==> src/rtl/arrayed_sig_scan_source.sv <==
// Register array loaded in parallel from a packed vector, streamed out one entry
// per accepted beat over valid/ready, then a one-cycle done pulse. SCAN_REVERSE_EN selects descending order.
module arrayed_sig_scan_source #(
    parameter int DEPTH  = 4,
    parameter int WIDTH  = 2,
    parameter int ADDR_W = 2
) (
    input  logic                     clk,
    input  logic                     rst,
    input  logic                     load,
    input  logic [DEPTH*WIDTH-1:0]   load_data,
    input  logic                     start,
    input  logic                     out_ready,
    output logic                     out_valid,
    output logic [WIDTH-1:0]         out_data,
    output logic [ADDR_W-1:0]        out_addr,
    output logic                     busy,
    output logic                     done
);

    typedef enum logic [1:0] {
        ST_IDLE = 2'd0,
        ST_SCAN = 2'd1,
        ST_DONE = 2'd2
    } state_t;

    localparam logic [ADDR_W-1:0] ADDR_LAST = ADDR_W'(DEPTH - 1);

`ifdef SCAN_REVERSE_EN
    localparam logic [ADDR_W-1:0] ADDR_FIRST = ADDR_LAST;
    localparam logic [ADDR_W-1:0] ADDR_END   = '0;

    function automatic logic [ADDR_W-1:0] step_addr(input logic [ADDR_W-1:0] a);
        return a - ADDR_W'(1);
    endfunction
`else
    localparam logic [ADDR_W-1:0] ADDR_FIRST = '0;
    localparam logic [ADDR_W-1:0] ADDR_END   = ADDR_LAST;

    function automatic logic [ADDR_W-1:0] step_addr(input logic [ADDR_W-1:0] a);
        return a + ADDR_W'(1);
    endfunction
`endif

    logic [WIDTH-1:0]  r_mem [DEPTH];
    state_t            r_state;
    logic              r_valid;
    logic [WIDTH-1:0]  r_data;
    logic [ADDR_W-1:0] r_addr;
    logic              r_busy;
    logic              r_done;

    state_t            w_state_nxt;
    logic              w_valid_nxt;
    logic [WIDTH-1:0]  w_data_nxt;
    logic [ADDR_W-1:0] w_addr_nxt;
    logic              w_busy_nxt;
    logic              w_done_nxt;
    logic              w_load_en;
    logic [ADDR_W-1:0] w_addr_step;

    assign w_addr_step = step_addr(r_addr);

    // Array storage: entry 0 lives in the most significant slice of load_data.
    always_ff @(posedge clk or posedge rst) begin
        if (rst) begin
            for (int i = 0; i < DEPTH; i++) begin
                r_mem[i] <= '0;
            end
        end else if (w_load_en) begin
            for (int i = 0; i < DEPTH; i++) begin
                r_mem[i] <= load_data[(DEPTH-1-i)*WIDTH +: WIDTH];
            end
        end
    end

    always_ff @(posedge clk or posedge rst) begin
        if (rst) begin
            r_state <= ST_IDLE;
            r_valid <= 1'b0;
            r_data  <= '0;
            r_addr  <= '0;
            r_busy  <= 1'b0;
            r_done  <= 1'b0;
        end else begin
            r_state <= w_state_nxt;
            r_valid <= w_valid_nxt;
            r_data  <= w_data_nxt;
            r_addr  <= w_addr_nxt;
            r_busy  <= w_busy_nxt;
            r_done  <= w_done_nxt;
        end
    end

    always_comb begin
        w_state_nxt = r_state;
        w_valid_nxt = r_valid;
        w_data_nxt  = r_data;
        w_addr_nxt  = r_addr;
        w_busy_nxt  = r_busy;
        w_done_nxt  = 1'b0;
        w_load_en   = 1'b0;

        unique case (r_state)
            ST_IDLE: begin
                // A load in the same cycle as start takes priority; start is dropped.
                if (load) begin
                    w_load_en = 1'b1;
                end else if (start) begin
                    w_state_nxt = ST_SCAN;
                    w_valid_nxt = 1'b1;
                    w_busy_nxt  = 1'b1;
                    w_addr_nxt  = ADDR_FIRST;
                    w_data_nxt  = r_mem[ADDR_FIRST];
                end
            end
            ST_SCAN: begin
                if (r_valid && out_ready) begin
                    if (r_addr == ADDR_END) begin
                        w_state_nxt = ST_DONE;
                        w_valid_nxt = 1'b0;
                        w_busy_nxt  = 1'b0;
                        w_done_nxt  = 1'b1;
                        w_addr_nxt  = '0;
                    end else begin
                        w_addr_nxt = w_addr_step;
                        w_data_nxt = r_mem[w_addr_step];
                    end
                end
            end
            ST_DONE: begin
                w_state_nxt = ST_IDLE;
            end
            default: begin
                w_state_nxt = ST_IDLE;
                w_valid_nxt = 1'b0;
                w_busy_nxt  = 1'b0;
                w_addr_nxt  = '0;
            end
        endcase
    end

    assign out_valid = r_valid;
    assign out_data  = r_data;
    assign out_addr  = r_addr;
    assign busy      = r_busy;
    assign done      = r_done;

endmodule

==> config.mk <==
export PLATFORM = sky130hd
export DESIGN_NAME = arrayed_sig_scan_source
export DESIGN_NICKNAME = d
export VERILOG_FILES = /design/src/rtl/arrayed_sig_scan_source.sv
export SDC_FILE = /design/constraint.sdc
export NUM_CORES = 1
export LEC_CHECK = 0
export CORE_MARGIN = 2
export CORE_UTILIZATION = 47
export CTS_CLUSTER_SIZE = 16
export DETAILED_ROUTE_END_ITERATION = 7
export GPL_TIMING_DRIVEN = 0
export PLACE_DENSITY = 0.8
export SLEW_MARGIN = 0
export SYNTH_ARGS = -nofsm -noshare
export SYNTH_HDL_FRONTEND = slang
export SYNTH_SLANG_ARGS = --single-unit
==> constraint.sdc <==
create_clock -name clk -period 2 [get_ports clk]
set_clock_uncertainty 0.2 [all_clocks]
set_input_delay 0.4 -clock clk [delete_from_list [all_inputs] [get_ports clk]]
set_output_delay 0.4 -clock clk [all_outputs]
set_load 0.01 [all_outputs]
==> impl_metrics.py <==
metrics = {
    "status": {
        "status": "finished clean",
    },
    "timing": {
        "worstMarginPinSlew_ps": 562,
        "fin_hold_ws_ps": 266,
        "tns_ps": 0,
        "setup_violations": 0,
        "finalWorstPathRequiredPeriod_ps": 1930,
        "grt_setup_unrepaired": "no",
        "slew_headroom_pct": 62.5,
        "max_freq_mhz": 518,
        "final-max-slew-violation-count": 0,
        "post-route-period-util_pct": 96.5,
        "count_of_final_hold_check_violations": 0,
        "finalWorstSetupSlack_ps": 69.2,
    },
    "critical_path": {
        "crit_required_ps": 1400,
        "crit_path_max_fanout": 7,
        "worst-r2r-setup-slack_ps": 70,
        "capturing_element_type_of_the_critical_path": "output port",
        "r2r.worst_path.cells": 5,
        "timing.rr.start": "out_addr[1]$_DFFE_PP0P_",
        "worstReg2RegEnd": "out_data[0]$_DFFE_PP0P_",
        "arrival_ps": 1330,
        "worst-setup-path-type": "reg2out",
        "critPathLaunchType": "register",
    },
    "synth": {
        "synth.top_cell.area_share_pct": 49.5,
        "area_of_the_mapped_netlist_sq_um": 808,
        "syn_inst": 71,
        "postSynth.topFlopCell": "dfrtp_1",
        "ys_top_cells_by_area": "dfrtp_1, mux2_2, nor3b_4",
        "library_cells_used_by_synthesis": 24,
        "sequential_share_of_the_synthesized_area_pct": 49.5,
        "synth_warnings": 0,
        "number_of_register_bits_inferred_by_synthesis": 16,
        "synth-edff-count": 0,
        "most_area_hungry_cell_type_in_the_yosys_netlist": "dfrtp_1",
        "syn-mean-instance-area_sq_um": 11.4,
        "netlist_top_cells_count": "dfrtp_1, mux2_2, nand2_1, a21oi_1, inv_1",
        "postSynth.asyncResetShare_pct": 100,
        "synth.net_count": 85,
        "yosys.cell_count.top_type": "dfrtp_1",
    },
    "grt": {
        "grt_start_max_net_pins": 17,
        "track_usage_pct": 15.9,
        "antenna_violations_before_repair": 0,
        "gr-total-overflow": 0,
        "grt_pass1_wl_mm": 2.28,
        "grt_pass1_vias": 553,
    },
    "floorplanning": {
        "die_area_sq_um": 2070,
        "die_y_microns": 45.5,
        "start_util_pct": 51.8,
        "fp.dieW_microns": 45.5,
        "fp.coreArea_sq_um": 1560,
        "io-pin-count": 20,
        "row_count": 14,
    },
    "routing": {
        "total_routed_wirelength_mm": 1.31,
        "route.detailed.drc": 0,
        "first_pass_iters": 4,
        "dr.first_iter.drc_count": 13,
        "vias_per_cell": 5.42,
        "route.vias.total": 596,
        "routedWlPerCell_microns": 11.9,
        "final_antenna_net_count": 0,
    },
    "place": {
        "placement.io_buffers": 19,
        "hpwlAfterDp_mm": 1.01,
        "gp_routability_congestion": 0.740,
        "place_ws_ps": -100,
    },
    "clock_network": {
        "cts_resized": 0,
        "clk_path_buf_depth": 2,
        "htree_num_levels": 1,
        "post-cts-setup-buffer-count": 0,
        "worst_setup_hold_path_clk_slew_ps": 90,
        "clock_latency_ps": 280,
        "tritoncts": "done",
        "cts.root.buffer_cell": "clkbuf_4",
        "numClockSinks": 16,
        "cts.hold.buffers_added": 0,
        "cts-buffers-inserted": 3,
    },
    "power": {
        "post-layout-total-power_uw": 1570,
        "vdd_drop_max_mv": 0.861,
        "p_leak_uw": 0.000451,
        "p_per_area_nw_per_um2": 1480,
    },
    "final_layout": {
        "antenna_cells": 0,
        "layout.core_utilization_pct": 67.9,
        "final.fill_count": 119,
        "final_net_count": 109,
        "drive_gt1_share_pct": 24.5,
        "multi_input_area_sq_um": 350,
        "area_delta_synth_final_pct": 31.0,
        "sequential_cell_area_sq_um": 402,
    },
    "flow_run": {
        "max_cap_violations": 0,
    },
    "worst_hold_path": {
        "worst_hold_path_class": "in2async",
    },
}
## layout make-up
class / instances / area share [%]
multi-input cells: 46 / 33.1
clock buffers: 4 / 3.43
repair buffers: 19 / 18.0
flip-flops and latches: 16 / 37.9
inverters: 5 / 1.77
plain buffers: 4 / 3.90
well taps: 16 / 1.89
## kinds of logic (layout without fill, tap and decap cells)
group	Yosys count	in the layout	share of synthesized area, %
buffers and inverters	9	32	7.43
DFF	16	16	49.5
and+or+nand+nor	18	18	14.9
adders and majority gates	1	1	1.55
AOI/OAI and AO/OA	18	18	14.1
muxes	9	9	12.5
## routing by layer
metal,part of all wire [%],wire length (microns),global-route usage [%],vias to the layer above
met4,0.69,9,8.82,0
met5,0,0,0,-
met1,45,582,18.8,280
met3,4.4,57,3.57,2
met2,50,656,26.5,22
li1,-,-,-,292
## metrics by stage
stage	instance area [sq um]	std cells
4_1_cts	1050	110
6_report	1060	110
5_1_grt	1060	110
2_1_floorplan	808	71
3_5_place_dp	1020	106
3_3_place_gp	1020	106
## worst max-delay path, stage by stage (launching register included)
cell and delay [ps]:
dfrtp_2 420, buf_4 120, clkdlybuf4s50_1 520
## sequential cells by signal, summed over array words and instances (netlist names)
name      flops
r_mem         8
out_addr      2
done          1
r_state       2
busy          1
out_data      2
## cell usage in the layout, fill, tap and decap left out, types with 2 or more instances in the layout
| cell type | synthesis | routed |
|---|---|---|
| a21oi_1 | 5 | 5 |
| nand2_1 | 6 | 6 |
| clkdlybuf4s50_1 | 0 | 19 |
| clkbuf_4 | 0 | 3 |
| nor3b_4 | 2 | 2 |
| dfrtp_1 | 16 | 15 |
| buf_6 | 3 | 3 |
| inv_1 | 5 | 5 |
| a22oi_1 | 2 | 2 |
| mux2_2 | 8 | 8 |
| o22ai_1 | 3 | 3 |
| o21ai_0 | 4 | 4 |
| nor2_1 | 4 | 4 |
## power by group
group	switching [uW]	total, uW	leakage, uW	internal [uW]
Clock	98.2	209	0.0000210	111
Combinational	361	809	0.000239	448
Sequential	81.9	552	0.000191	470
## how the worst max path moves through the flow
stage / start / to / slack, ps / cells after the start
final: busy$_DFFE_PP0P_ / out_valid / 70 / 2
after global routing: out_addr[1]$_DFFE_PP0P_ / out_data[0]$_DFFE_PP0P_ / 7 / 5
after CTS: busy$_DFFE_PP0P_ / out_valid / 6 / 2
after detailed placement: load / r_mem[2]$_DFFE_PP0P_ / -100 / 3
after global placement: load / r_mem[3]$_DFFE_PP0P_ / -80 / 3
after floorplan: out_addr[0]$_DFFE_PP0P_ / out_data[0]$_DFFE_PP0P_ / 160 / 5
Note: power is estimated with default switching activity, not from simulation.
